## src/rtl/gfau_arbiter_if.sv

```systemverilog
// GFAU-side bus of the arbiter: operands, opcode and the start/done handshake.
interface gfau_arbiter_if #(
  parameter int SIZE = 32
);
  logic [SIZE-1:0] gf_in_0;
  logic [SIZE-1:0] gf_in_1;
  logic [SIZE-1:0] gf_prime;
  logic [1:0]      gf_op;
  logic            gf_start;
  logic [SIZE-1:0] gf_result;
  logic            gf_done;

  modport master (
    output gf_in_0, gf_in_1, gf_prime, gf_op, gf_start,
    input  gf_result, gf_done
  );

  modport slave (
    input  gf_in_0, gf_in_1, gf_prime, gf_op, gf_start,
    output gf_result, gf_done
  );
endinterface

```

## src/rtl/gfau_arbiter.sv

```systemverilog
// Two-requester round-robin front end for a single GFAU, with div-by-zero
// short-circuit and a watchdog that aborts a GFAU that never answers.
module gfau_arbiter #(
  parameter int SIZE    = 32,
  parameter int TIMEOUT = 1023
) (
  input  logic            i_clk,
  input  logic            i_rst,
  input  logic            req_0,
  input  logic            req_1,
  input  logic [1:0]      op_0,
  input  logic [1:0]      op_1,
  input  logic [SIZE-1:0] a_0,
  input  logic [SIZE-1:0] b_0,
  input  logic [SIZE-1:0] p_0,
  input  logic [SIZE-1:0] a_1,
  input  logic [SIZE-1:0] b_1,
  input  logic [SIZE-1:0] p_1,
  output logic            done_0,
  output logic            done_1,
  output logic            err_0,
  output logic            err_1,
  output logic [SIZE-1:0] result_0,
  output logic [SIZE-1:0] result_1,
  output logic            busy,
  gfau_arbiter_if.master  gf
);

  localparam int WD_W = $clog2(TIMEOUT + 1);

  typedef enum logic [1:0] {IDLE, ISSUE, WAIT, RESP} state_t;

  state_t          state;
  logic [WD_W-1:0] wd;
  logic            last_1;
  logic            owner;

  logic            grant_1;
  logic [1:0]      g_op;
  logic [SIZE-1:0] g_a, g_b, g_p;
  logic            div0;
  logic            fin;
  logic            fin_k;
  logic            fin_err;
  logic [SIZE-1:0] fin_res;

  // Contention goes to whoever was not granted last; last_1 resets to 1 so 0 wins first.
  always_comb begin
    grant_1 = req_1 & (~req_0 | ~last_1);
    g_op    = grant_1 ? op_1 : op_0;
    g_a     = grant_1 ? a_1  : a_0;
    g_b     = grant_1 ? b_1  : b_0;
    g_p     = grant_1 ? p_1  : p_0;
    div0    = (g_op == 2'd3) && (g_b == '0);
  end

  // Single completion path shared by div-by-zero, normal finish and timeout.
  always_comb begin
    fin     = 1'b0;
    fin_k   = owner;
    fin_err = 1'b0;
    fin_res = '0;
    case (state)
      IDLE: if ((req_0 | req_1) && div0) begin
        fin     = 1'b1;
        fin_k   = grant_1;
        fin_err = 1'b1;
      end
      WAIT: if (gf.gf_done) begin
        fin     = 1'b1;
        fin_res = gf.gf_result;
      end else if (wd == WD_W'(TIMEOUT - 1)) begin
        fin     = 1'b1;
        fin_err = 1'b1;
      end
      default: ;
    endcase
  end

  always_ff @(posedge i_clk or negedge i_rst) begin
    if (!i_rst) begin
      state       <= IDLE;
      wd          <= '0;
      last_1      <= 1'b1;
      owner       <= 1'b0;
      done_0      <= 1'b0;
      done_1      <= 1'b0;
      err_0       <= 1'b0;
      err_1       <= 1'b0;
      result_0    <= '0;
      result_1    <= '0;
      gf.gf_in_0  <= '0;
      gf.gf_in_1  <= '0;
      gf.gf_prime <= '0;
      gf.gf_op    <= '0;
      gf.gf_start <= 1'b0;
    end else begin
      done_0      <= 1'b0;
      done_1      <= 1'b0;
      err_0       <= 1'b0;
      err_1       <= 1'b0;
      gf.gf_start <= 1'b0;

      if (fin) begin
        if (fin_k) begin
          done_1   <= 1'b1;
          err_1    <= fin_err;
          result_1 <= fin_res;
        end else begin
          done_0   <= 1'b1;
          err_0    <= fin_err;
          result_0 <= fin_res;
        end
      end

      case (state)
        IDLE: if (req_0 | req_1) begin
          owner       <= grant_1;
          last_1      <= grant_1;
          gf.gf_in_0  <= g_a;
          gf.gf_in_1  <= g_b;
          gf.gf_prime <= g_p;
          gf.gf_op    <= g_op;
          if (div0) begin
            state <= RESP;
          end else begin
            gf.gf_start <= 1'b1;
            state       <= ISSUE;
          end
        end
        ISSUE: begin
          wd    <= '0;
          state <= WAIT;
        end
        WAIT: begin
          if (fin) state <= RESP;
          else     wd    <= wd + 1'b1;
        end
        RESP: state <= IDLE;
        default: state <= IDLE;
      endcase
    end
  end

  assign busy = (state != IDLE);

endmodule

```

## src/flat_wrapper.sv

```systemverilog
// flat-port wrapper written by rule: the top's interface ports become plain ports
module gfau_arbiter_flat 
#(
  parameter int SIZE    = 32,
  parameter int TIMEOUT = 1023
)
  (i_clk, i_rst, req_0, req_1, op_0, op_1, a_0, b_0, p_0, a_1, b_1, p_1, done_0, done_1, err_0, err_1, result_0, result_1, busy, gf_gf_in_0, gf_gf_in_1, gf_gf_prime, gf_gf_op, gf_gf_start, gf_gf_result, gf_gf_done);
  gfau_arbiter_if #(.SIZE(SIZE)) gf_i ();
  input  logic i_clk;
  input  logic i_rst;
  input  logic req_0;
  input  logic req_1;
  input  logic [1:0] op_0;
  input  logic [1:0] op_1;
  input  logic [SIZE-1:0] a_0;
  input  logic [SIZE-1:0] b_0;
  input  logic [SIZE-1:0] p_0;
  input  logic [SIZE-1:0] a_1;
  input  logic [SIZE-1:0] b_1;
  input  logic [SIZE-1:0] p_1;
  output logic done_0;
  output logic done_1;
  output logic err_0;
  output logic err_1;
  output logic [SIZE-1:0] result_0;
  output logic [SIZE-1:0] result_1;
  output logic busy;
  output wire logic [$bits(gf_i.gf_in_0)-1:0] gf_gf_in_0;
  output wire logic [$bits(gf_i.gf_in_1)-1:0] gf_gf_in_1;
  output wire logic [$bits(gf_i.gf_prime)-1:0] gf_gf_prime;
  output wire logic [$bits(gf_i.gf_op)-1:0] gf_gf_op;
  output wire logic [$bits(gf_i.gf_start)-1:0] gf_gf_start;
  input wire logic [$bits(gf_i.gf_result)-1:0] gf_gf_result;
  input wire logic [$bits(gf_i.gf_done)-1:0] gf_gf_done;
  assign gf_gf_in_0 = gf_i.gf_in_0;
  assign gf_gf_in_1 = gf_i.gf_in_1;
  assign gf_gf_prime = gf_i.gf_prime;
  assign gf_gf_op = gf_i.gf_op;
  assign gf_gf_start = gf_i.gf_start;
  assign gf_i.gf_result = gf_gf_result;
  assign gf_i.gf_done = gf_gf_done;
  gfau_arbiter #(.SIZE(SIZE), .TIMEOUT(TIMEOUT)) u_core (.i_clk(i_clk), .i_rst(i_rst), .req_0(req_0), .req_1(req_1), .op_0(op_0), .op_1(op_1), .a_0(a_0), .b_0(b_0), .p_0(p_0), .a_1(a_1), .b_1(b_1), .p_1(p_1), .done_0(done_0), .done_1(done_1), .err_0(err_0), .err_1(err_1), .result_0(result_0), .result_1(result_1), .busy(busy), .gf(gf_i));
endmodule
```

## config.mk

```make
export PLATFORM = sky130hd
export DESIGN_NAME = gfau_arbiter_flat
export DESIGN_NICKNAME = d
export VERILOG_FILES = /design/src/rtl/gfau_arbiter_if.sv /design/src/rtl/gfau_arbiter.sv /design/src/flat_wrapper.sv
export SDC_FILE = /design/constraint.sdc
export NUM_CORES = 1
export LEC_CHECK = 0
export ABC_AREA = 1
export CAP_MARGIN = 20
export CORE_AREA = 5 5 152 154
export DETAILED_ROUTE_END_ITERATION = 8
export DIE_AREA = 0 0 157 159
export HOLD_SLACK_MARGIN = 0.02
export PLACE_DENSITY_LB_ADDON = 0.05
export SYNTH_ARGS = -nofsm -noshare
export SYNTH_HDL_FRONTEND = slang
export SYNTH_SLANG_ARGS = --single-unit
export TNS_END_PERCENT = 30
```

## constraint.sdc

```tcl
create_clock -name i_clk -period 3.81 [get_ports i_clk]
set_clock_uncertainty 0.05 [all_clocks]
set_input_delay 1.143 -clock i_clk [delete_from_list [all_inputs] [get_ports i_clk]]
set_output_delay 1.143 -clock i_clk [all_outputs]
set_load 0.1 [all_outputs]
```

==> flow_metrics.py, run 1 <==
metrics = {
    "clocking": {
        "clock_latency_ns": 0.43,
        "cts_resized": 0,
        "numClockSinks": 181,
        "cts_hold_buffers": 0,
        "post-cts-setup-buffers": 0,
        "numCtsBuffers": 17,
        "cts_tree": "built",
        "clk_path_buf_depth": 2,
        "htreeDepth": 4,
        "path_clk_slew_ns": 0.08,
        "cts_root_buffer": "clkbuf_16",
    },
    "floorplan": {
        "fp.dieH_um": 159,
        "dieWidth_um": 157,
        "design.core.area_mm2": 0.0216,
        "start_util_pct": 42.5,
        "die-area_mm2": 0.0250,
        "num_rows": 54,
        "pin_count": 401,
    },
    "placed_design": {
        "portBuffers": 400,
        "dp_hpwl_um": 23800,
        "gp_congestion": 0.863,
        "place_ws_ns": 0.165,
    },
    "layout": {
        "synthToLayoutAreaGrowth_pct": 48.5,
        "nNetsFinal": 1826,
        "layout-drive-gt1-share_pct": 15.3,
    },
    "flow_run": {
        "drv_cap": 0,
    },
    "logic_synthesis": {
        "netlist_instances": 1220,
        "synthArstFlopShare_pct": 100,
        "synth_cell_types": 29,
        "synth_edf_count": 0,
        "synth_top_area_share_pct": 49.2,
        "netlist_top_cells_area": "dfrtp_1 49%, nand2_1 16%, o21ai_0 9.2%",
        "synthFlopType": "dfrtp_1",
        "synth.area.mux_share_pct": 0,
        "yosysSeqAreaShare_pct": 49.5,
        "synthXorXnorAreaFrac_pct": 0.478,
        "synth-compound-area-share_pct": 9.71,
        "postSynthAreaPerCell_um2": 7.51,
        "post-synth-top-area-cell": "dfrtp_1",
        "synth_fa_ha_area_share_pct": 0.683,
        "synth_area_mm2": 0.00916,
        "synth_top_family_by_area": "simple AND/OR/NAND/NOR gates",
        "synth_nets": 1458,
        "ys_seq_elements": 181,
        "synth-simple-area-share_pct": 31.4,
        "yosysWarnings": 0,
    },
    "sta": {
        "slew_headroom_pct": 51.7,
        "drv_slew": 0,
        "hold_slack_ns": 0.423,
        "setup_ws_ns": 0.595,
        "finalCriticalPeriod_ns": 3.22,
        "rsz0062_at_grt": "no",
        "timing.final.hold_violations": 0,
        "worst_slew_pin_slew_ns": 0.725,
        "setup_viol": 0,
        "tns_ns": 0,
        "clock.fmax_mhz": 311,
        "min_period_over_period_pct": 84.4,
    },
    "outcome": {
        "outcome": "completed",
    },
    "global_route": {
        "grt_pass1_vias": 9064,
        "grt_overflow_total": 0,
        "grt_pass1_wl_um": 50600,
        "antenna_found_initial": 2,
        "grt_max_degree": 77,
        "gr-usage-all-layers_pct": 25.3,
    },
    "routing": {
        "drtAntennaViolNets": 0,
        "drtPass1Iterations": 5,
        "wirelength_um": 32200,
        "drt_iter0_drc": 522,
        "vias_per_cell": 4.91,
        "wl_per_cell_um": 17.1,
        "drc_errors": 0,
        "vias": 9249,
    },
    "setup_path": {
        "arrival_ns": 3.49,
        "start_kind": "input port",
        "crit_type": "input port to register",
        "worstSetupEndpointType": "register",
        "worst-path-max-fanout": 37,
        "cp_slowest_cell": "clkdlybuf4s50_1",
        "cpPeakStageDelay_ns": 0.59,
        "required_ns": 4.08,
        "crit_path_cell_trace": "clkdlybuf4s50_1 -> nand2_4 -> buf_12 -> o21ai_1 -> nand3_1 -> nor2_2 -> nand4_2 -> nand2_4 -> nand3_4 -> buf_12 -> nand2_1 -> nand2_1",
    },
    "min_path": {
        "min_path_type": "register to register",
    },
}
routing by layer:
metal	part of all wire [%]	track usage (%)
met1	40	32.0
met2	50	42.8
met3	8.2	6.82
met4	1.9	6.82
met5	0.040	0
area by class of cell:
| type | instances | area (um2) |
|---|---|---|
| Multi-Input combinational cell | 871 | 3880 |
| Tap cell | 280 | 350 |
| Antenna cell | 1 | 2.50 |
| Timing Repair Buffer | 423 | 3900 |
| Sequential cell | 181 | 4530 |
| Fill cell | 1944 | 7950 |
| Clock inverter | 15 | 164 |
| Inverter | 94 | 355 |
| Clock buffer | 17 | 425 |
critical path: cells and delay by family:
family	cells	cell delay, ns
and+or+nand+nor	8	1.04
AOI/OAI and AO/OA	1	0.32
buffers and inverters	3	0.94
flip-flops by register name, indices dropped and copies added, names as in the netlist, 2 cells and up:
signal and cells:
u_core.gf.gf_in_1 32, u_core.state 2, u_core.result_1 32, u_core.wd 10
u_core.result_0 32, u_core.gf.gf_prime 32, u_core.gf.gf_in_0 32, u_core.gf.gf_op 2
synth_stat cells (2+ instances only):
| cell | instances |
|---|---|
| nand2_4 | 2 |
| nand3_1 | 109 |
| a31oi_1 | 3 |
| dfrtp_1 | 180 |
| nor2_2 | 4 |
| xnor2_1 | 2 |
| nand2_2 | 4 |
| clkbuf_1 | 37 |
| o21ai_0 | 168 |
| buf_2 | 24 |
| nand4_1 | 2 |
| inv_1 | 90 |
| nand4_2 | 3 |
| xor2_1 | 3 |
| a21oi_1 | 2 |
| ha_1 | 5 |
| nand2_1 | 392 |
| nand3b_1 | 18 |
| nor3_1 | 4 |
| nor2_1 | 145 |
| nand3_4 | 2 |
| buf_6 | 11 |
| inv_2 | 4 |
metrics by stage:
step | cells | instance area (um2) | utilization [%]
3_5_place_dp | 1849 | 13000 | 60.4
5_1_grt | 1882 | 13600 | 63.1
2_1_floorplan | 1220 | 9160 | -
3_3_place_gp | 1849 | 13000 | 60.4
6_report | 1882 | 13600 | 63.1
4_1_cts | 1881 | 13600 | 63.1
placed cells by master (no fill, tap or decap), drive strengths merged:
| cell | n |
|---|---|
| nand2 | 398 |
| inv | 102 |
| o21ai | 169 |
| o211ai | 1 |
| nor3 | 4 |
| a21oi | 2 |
| nand3b | 18 |
| nand4 | 5 |
| clkdlybuf4s50 | 231 |
| clkinv | 6 |
| buf | 191 |
| clkinvlp | 1 |
| dfrtp | 180 |
| ha | 5 |
| clkbuf | 18 |
| a31oi | 3 |
| nand3 | 111 |
| dfstp | 1 |
| xnor2 | 2 |
| xor2 | 3 |
| a21boi | 1 |
| nor2 | 149 |
| diode | 1 |
logic make-up (layout without fill, tap and decap cells):
| kind of cell | count (synthesis) | in the layout |
|---|---|---|
| buffers and inverters | 168 | 549 |
| adders and majority gates | 5 | 5 |
| and+or+nand+nor | 685 | 685 |
| other | 0 | 1 |
| xor gates and xnor gates | 5 | 5 |
| DFF | 181 | 181 |
| AOI/OAI and AO/OA | 176 | 176 |
path summary, 6_finish.rpt:
check                               startpoint                    end  slack [ns]  depth (start not counted)
setup / recovery                         req_1    u_core.result_1[19]        0.59                         12
hold / removal             u_core.result_1[29]    u_core.result_1[29]        0.42                          2
setup reg to reg                 u_core.last_1    u_core.result_1[19]        1.31                         13
hold reg to reg            u_core.result_1[29]    u_core.result_1[29]        0.42                          2
max in group asynchronous                i_rst          u_core.last_1        2.20                          2
min in group asynchronous                i_rst  u_core.gf.gf_in_1[12]        0.66                          1
Power of run 1 is not shown: default switching activity piles up to over one toggle a cycle in this logic, so the estimate is an artifact.
==> inputs of run 2 (changes only) <==
- CORE_AREA: 5 5 152 154 -> default
- CORE_ASPECT_RATIO: default -> 1.4
- CORE_MARGIN: default -> 5
- CORE_UTILIZATION: default -> 39
- DIE_AREA: 0 0 157 159 -> default
- clock period: 3.81 -> 2.6 ns (I/O delays scaled with it)
==> run 2 against run 1 <==
The flow now finishes with violations (setup timing); critical path depth is 6 higher; cell count rose by 6.7%; register-to-register slack got worse by 1.4 ns; first-iteration DRC count shrank 6.3%; cell area increased by 14%; sequential share of layout area is 4.1 points lower; largest cell class is now non-clock buffers.
==> flow_metrics.py, run 2 (same netlist as run 1, synthesis figures left out) <==
metrics = {
    "routing": {
        "vias_per_cell": 4.92,
        "wirelength_um": 36900,
        "drt_iter0_drc": 489,
        "highest_layer": "met5",
        "drtPass1Iterations": 5,
        "met3WireLength_um": 2970,
        "drc_errors": 0,
        "vias": 9882,
        "wl_met2_um": 19600,
        "wl_per_cell_um": 18.4,
        "wl_met1_um": 12700,
        "drtAntennaViolNets": 0,
    },
    "sta": {
        "min_period_over_period_pct": 103,
        "clock.fmax_mhz": 373,
        "timing.final.hold_violations": 0,
        "rsz0062_at_grt": "yes",
        "worst_slew_pin_slew_ns": 0.618,
        "setup_ws_ns": -0.0793,
        "tns_ns": -2.60,
        "slew_headroom_pct": 58.8,
        "finalCriticalPeriod_ns": 2.68,
        "setup_viol": 66,
        "drv_slew": 0,
    },
    "clocking": {
        "path_clk_slew_ns": 0.07,
        "clk_path_buf_depth": 2,
        "cts_root_buffer": "clkbuf_16",
        "clock_latency_ns": 0.43,
        "numClockSinks": 181,
        "numCtsBuffers": 17,
        "htreeDepth": 4,
        "cts_tree": "built",
        "cts_hold_buffers": 0,
    },
    "outcome": {
        "violations": "setup timing",
        "outcome": "finished with violations",
    },
    "pwr": {
        "intPower_mw": 9.08,
        "combPwrFrac_pct": 66.8,
        "vdd_ir_drop_max_mv": 0.903,
        "p_per_area_mw_per_mm2": 1430,
        "swShare_pct": 59.0,
        "p_sw_mw": 13.1,
        "clockPowerShare_pct": 12.3,
        "seqPwrFrac_pct": 20.9,
        "p_leak_nw": 7.72,
    },
    "floorplan": {
        "num_rows": 66,
        "design.core.area_mm2": 0.0232,
        "dieWidth_um": 140,
        "fp.dieH_um": 191,
        "die-area_mm2": 0.0267,
        "pin_count": 401,
        "start_util_pct": 39.5,
    },
    "setup_path": {
        "rr_endpoint": "u_core.result_0[17]",
        "arrival_ns": 2.95,
        "rr_worst_depth": 18,
        "crit_path_cell_trace": "nand2_4 -> buf_12 -> nand2_8 -> buf_12 -> buf_8 -> nand2_1 -> o21ai_1 -> buf_4 -> nand3_1 -> nor2_2 -> nand4_4 -> buf_6 -> nand2_4 -> nand3_4 -> buf_12 -> buf_12 -> nand2_1 -> nand2_1",
        "cp_slowest_cell": "dfstp_2",
        "r2r-start": "u_core.last_1",
        "crit_type": "register to register",
        "worst-path-max-fanout": 8,
        "cpPeakStageDelay_ns": 0.56,
        "start_kind": "register",
        "reg2reg_slack_ns": -0.08,
        "critPathMostFrequentCell": "buf_12",
        "required_ns": 2.87,
        "worstSetupEndpointType": "register",
    },
    "global_route": {
        "grt_pass1_wl_um": 54600,
        "grt_max_degree": 68,
        "grt_overflow_total": 0,
        "grt_pass1_vias": 10100,
        "antenna_found_initial": 4,
        "gr-usage-all-layers_pct": 26.0,
    },
    "layout": {
        "nNetsFinal": 1924,
        "fillers": 1921,
        "layout_common_cells": "309 x nand2_1, 229 x clkdlybuf4s50_1, 226 x buf_4",
        "synthToLayoutAreaGrowth_pct": 69.4,
        "final_area_mm2": 0.0155,
        "layout_commonest_cell": "nand2_1",
        "regArea_mm2": 0.00453,
        "multiInputGateArea_mm2": 0.00441,
        "layout-drive-gt1-share_pct": 27.4,
    },
    "placed_design": {
        "placed_cell_area_mm2": 0.0135,
        "dp_hpwl_um": 25200,
        "gp_congestion": 0.864,
        "portBuffers": 400,
    },
    "min_path": {
        "min_path_type": "input port to asynchronous set/reset pin",
    },
    "flow_run": {
        "drv_cap": 0,
    },
}
[run 2: cell types whose count changed in the layout (fill, tap and decap cells not counted), sizes merged]
cell | previous run | this run
bufinv | 0 | 3
bufbuf | 0 | 1
clkinv | 6 | 0
buf | 191 | 284
diode | 1 | 3
clkinvlp | 1 | 5
clkdlybuf4s50 | 231 | 229
clkbuf | 18 | 29
inv | 102 | 96
[run 2: repair_timing]
action / in CTS / in global routing
setup endpoints to repair: 80 / 80
pin swaps: 25 / 37
cloned: 12 / 8
gates resized for setup: 86 / 109
buffers inserted: 26 / 9
[run 2: how the worst max path moves through the flow]
| stage | startpoint | to | cells past startpoint |
|---|---|---|---|
| finish | u_core.last_1 | u_core.result_0[17] | 18 |
| global placement | req_0 | u_core.result_0[17] | 14 |
| floorplan | u_core.state[0] | u_core.gf.gf_op[0] | 9 |
| detailed placement | req_0 | u_core.result_1[3] | 14 |
| CTS | u_core.last_1 | u_core.result_1[22] | 19 |
| global route | u_core.last_1 | u_core.result_0[2] | 20 |
[run 2: critical path, delay by kind of cell (launching register included)]
family                 cells  cell delay [ns]
DFF                        1             0.56
and+or+nand+nor           10             0.91
AOI/OAI and AO/OA          1             0.07
buffers and inverters      7             0.96
[run 2: metrics by stage]
stage	std cells	utilization, %	hold WS [ns]	power, mW	setup slack (ns)
5_1_grt	2008	66.9	0.255	23.1	-0.200
2_1_floorplan	1220	-	0.401	14.6	0.0957
6_report	2008	66.9	0.238	22.1	-0.0793
4_1_cts	1991	64.5	0.236	21.7	-0.0852
3_3_place_gp	1921	58.2	0.406	18.3	-0.655
3_5_place_dp	1921	58.2	0.410	18.4	-0.705
[run 2: power groups by stage]
stage | Combinational, mW | Clock (mW) | Sequential, mW
after floorplan | 2.42 | 0 | 12.2
after global placement | 13.7 | 0 | 4.61
after detailed placement | 13.8 | 0 | 4.62
after CTS | 14.3 | 2.76 | 4.61
after global routing | 15.4 | 2.88 | 4.78
final | 14.8 | 2.72 | 4.64
[run 2: metal layers]
metal	track usage, %	vias to the layer above
met5	0	-
met4	10.2	2
met3	7.71	79
met2	47.3	406
met1	28.4	4588
li1	-	4807
[run 2: area by class of cell]
class,count,share of cell area [%]
Timing Repair Buffer,521,33.7
Antenna cell,3,0.0484
Tap cell,306,2.47
Clock inverter,10,0.935
Multi-Input combinational cell,871,28.4
Clock buffer,22,2.99
Inverter,94,2.29
Sequential cell,181,29.2
Note: power is estimated with default switching activity, not from simulation.
==> inputs of run 3 (changes only) <==
- CORE_ASPECT_RATIO: 1.4 -> 2
- CTS_CLUSTER_SIZE: default -> 10
- TNS_END_PERCENT: 30 -> 1
==> run 3 against run 2 <==
The flow now finishes without violations; sequential share of layout area up 2.1 points; non-clock buffer count is 46 lower; sequential cell count unchanged; critical path type unchanged; largest power group unchanged; highest routed layer is now met4.
==> flow_metrics.py, run 3 (same netlist as run 1, synthesis figures left out) <==
metrics = {
    "outcome": {
        "outcome": "completed",
    },
    "setup_path": {
        "crit_path_cell_trace": "nand2_4 -> buf_12 -> buf_16 -> nand3_1 -> nand2_2 -> inv_2 -> nand2_1 -> nor2_2 -> nand2_1 -> nor2_4 -> nand4_4 -> nand2_4 -> nand2_4 -> buf_4 -> buf_12 -> nand3_1 -> nand2_1",
        "crit_type": "register to register",
        "arrival_ns": 2.84,
        "cp_top_family": "simple AND/OR/NAND/NOR gates",
        "worst-path-buf-inv": 5,
        "start_kind": "register",
        "cpPeakStageDelay_ns": 0.56,
        "worstSetupEndpointType": "register",
        "required_ns": 2.89,
        "worst-path-max-fanout": 20,
        "cp_slowest_cell": "dfstp_2",
    },
    "routing": {
        "vias": 9676,
        "vias_per_cell": 4.99,
        "drtAntennaViolNets": 0,
        "drt_iter0_drc": 622,
        "wl_per_cell_um": 18.4,
        "drtPass1Iterations": 6,
        "wirelength_um": 35600,
        "drc_errors": 0,
    },
    "sta": {
        "worst_slew_pin_slew_ns": 0.535,
        "tns_ns": 0,
        "slew_headroom_pct": 64.3,
        "setup_ws_ns": 0.0559,
        "timing.final.hold_violations": 0,
        "finalCriticalPeriod_ns": 2.54,
        "min_period_over_period_pct": 97.8,
        "drv_slew": 0,
        "clock.fmax_mhz": 393,
        "setup_viol": 0,
        "rsz0062_at_grt": "yes",
    },
    "global_route": {
        "grt_overflow_total": 0,
        "grt_pass1_wl_um": 53400,
        "antenna_found_initial": 4,
        "gr-usage-all-layers_pct": 25.6,
        "grt_max_degree": 63,
        "grt_pass1_vias": 9752,
    },
    "placed_design": {
        "dp_hpwl_um": 25900,
        "placedCellCount": 1884,
        "place_ws_ns": -0.653,
        "portBuffers": 400,
        "gp_congestion": 0.868,
    },
    "clocking": {
        "htreeDepth": 4,
        "numClockSinks": 181,
        "cts_tree": "built",
        "path_clk_slew_ns": 0.07,
        "clk_path_buf_depth": 2,
        "clock_latency_ns": 0.45,
        "cts_root_buffer": "clkbuf_16",
        "numCtsBuffers": 17,
    },
    "layout": {
        "fillers": 2163,
        "synthToLayoutAreaGrowth_pct": 58.3,
        "layout_commonest_cell": "nand2_1",
        "layout-drive-gt1-share_pct": 21.1,
        "nNetsFinal": 1878,
        "final_cells": 1940,
        "layout_common_cells": "363 x nand2_1, 229 x clkdlybuf4s50_1, 211 x buf_4",
    },
    "floorplan": {
        "num_rows": 79,
        "start_util_pct": 39.4,
        "die-area_mm2": 0.0268,
        "fp.dieH_um": 227,
        "dieWidth_um": 118,
        "pin_count": 401,
        "design.core.area_mm2": 0.0232,
    },
    "min_path": {
        "min_path_type": "input port to asynchronous set/reset pin",
    },
    "pwr": {
        "p_leak_nw": 7.33,
        "vdd_ir_drop_max_mv": 1.09,
        "p_per_area_mw_per_mm2": 1470,
    },
    "flow_run": {
        "drv_cap": 0,
    },
}
## run 3: cell types whose count changed in the layout (fill, tap and decap cells not counted), moves of 5 or more
cell | previous run | this run
nand3_1 | 92 | 104
buf_16 | 10 | 5
nor2_1 | 127 | 132
nand2_4 | 20 | 5
nand2_2 | 66 | 29
clkinv_2 | 0 | 5
buf_4 | 226 | 211
nand3_2 | 17 | 5
buf_6 | 18 | 1
nand2_1 | 309 | 363
## run 3: layout make-up
cell class | count | area [um2] | share of cell area (%)
Clock inverter | 14 | 149 | 1.03
Multi-Input combinational cell | 871 | 4070 | 28.1
Clock buffer | 18 | 439 | 3.03
Sequential cell | 181 | 4530 | 31.3
Timing Repair Buffer | 475 | 4590 | 31.6
Inverter | 94 | 354 | 2.44
Antenna cell | 4 | 10.0 | 0.0691
Tap cell | 283 | 354 | 2.44
## run 3: final timing paths
path,startpoint,endpoint,slack [ns],cells past startpoint
setup reg to reg,u_core.last_1,u_core.result_1[6],0.06,17
setup / recovery,u_core.last_1,u_core.result_1[6],0.06,17
min in group i_clk,u_core.result_1[18],u_core.result_1[18],0.42,2
hold reg to reg,u_core.result_1[18],u_core.result_1[18],0.42,2
max in group asynchronous,i_rst,u_core.last_1,1.59,2
hold / removal,i_rst,u_core.result_0[18],0.23,1
## run 3: report_power, final
group / switching (mW) / leakage, nW / internal, mW
Sequential: 0.726 / 2.33 / 3.94
Clock: 1.19 / 0.292 / 1.45
Combinational: 10.9 / 4.71 / 3.13
Total: 12.8 / 7.33 / 8.52
## run 3: what timing repair did
action                                  4_1_cts  5_1_grt
resized for setup                            28       46
gates cloned                                  5        2
hold buffers                                  0        0
endpoints found under the setup margin       80       73
buffers inserted                             12        1
pin swaps                                    15       12
## run 3: routing by layer
metal  GRT usage (%)  vias to the layer above  share of wire (%)
met4            13.9                        0                4.8
met2            47.6                      371                 55
met3            7.19                       79                6.9
met5               0                        -                  0
met1            25.3                     4518                 34
li1                -                     4708                  -
## run 3: per-stage QoR
stage	cell area [um2]	hold WS (ns)	util [%]	power (mW)
after detailed placement	13400	0.410	57.5	18.3
after floorplan	9160	0.401	-	14.6
final	14500	0.233	62.4	21.3
after global placement	13400	0.405	57.5	18.2
after global routing	14500	0.279	62.4	22.2
after CTS	14300	0.252	61.5	21.3
## run 3: worst reg2reg max path: stages, from the launching register on
cell and delay [ns]:
dfstp_2 0.56, nand2_4 0.07, buf_12 0.15, buf_16 0.17
nand3_1 0.09, nand2_2 0.08, inv_2 0.07, nand2_1 0.06
nor2_2 0.14, nand2_1 0.11, nor2_4 0.13, nand4_4 0.16
nand2_4 0.13, nand2_4 0.05, buf_4 0.13, buf_12 0.15
nand3_1 0.07, nand2_1 0.06
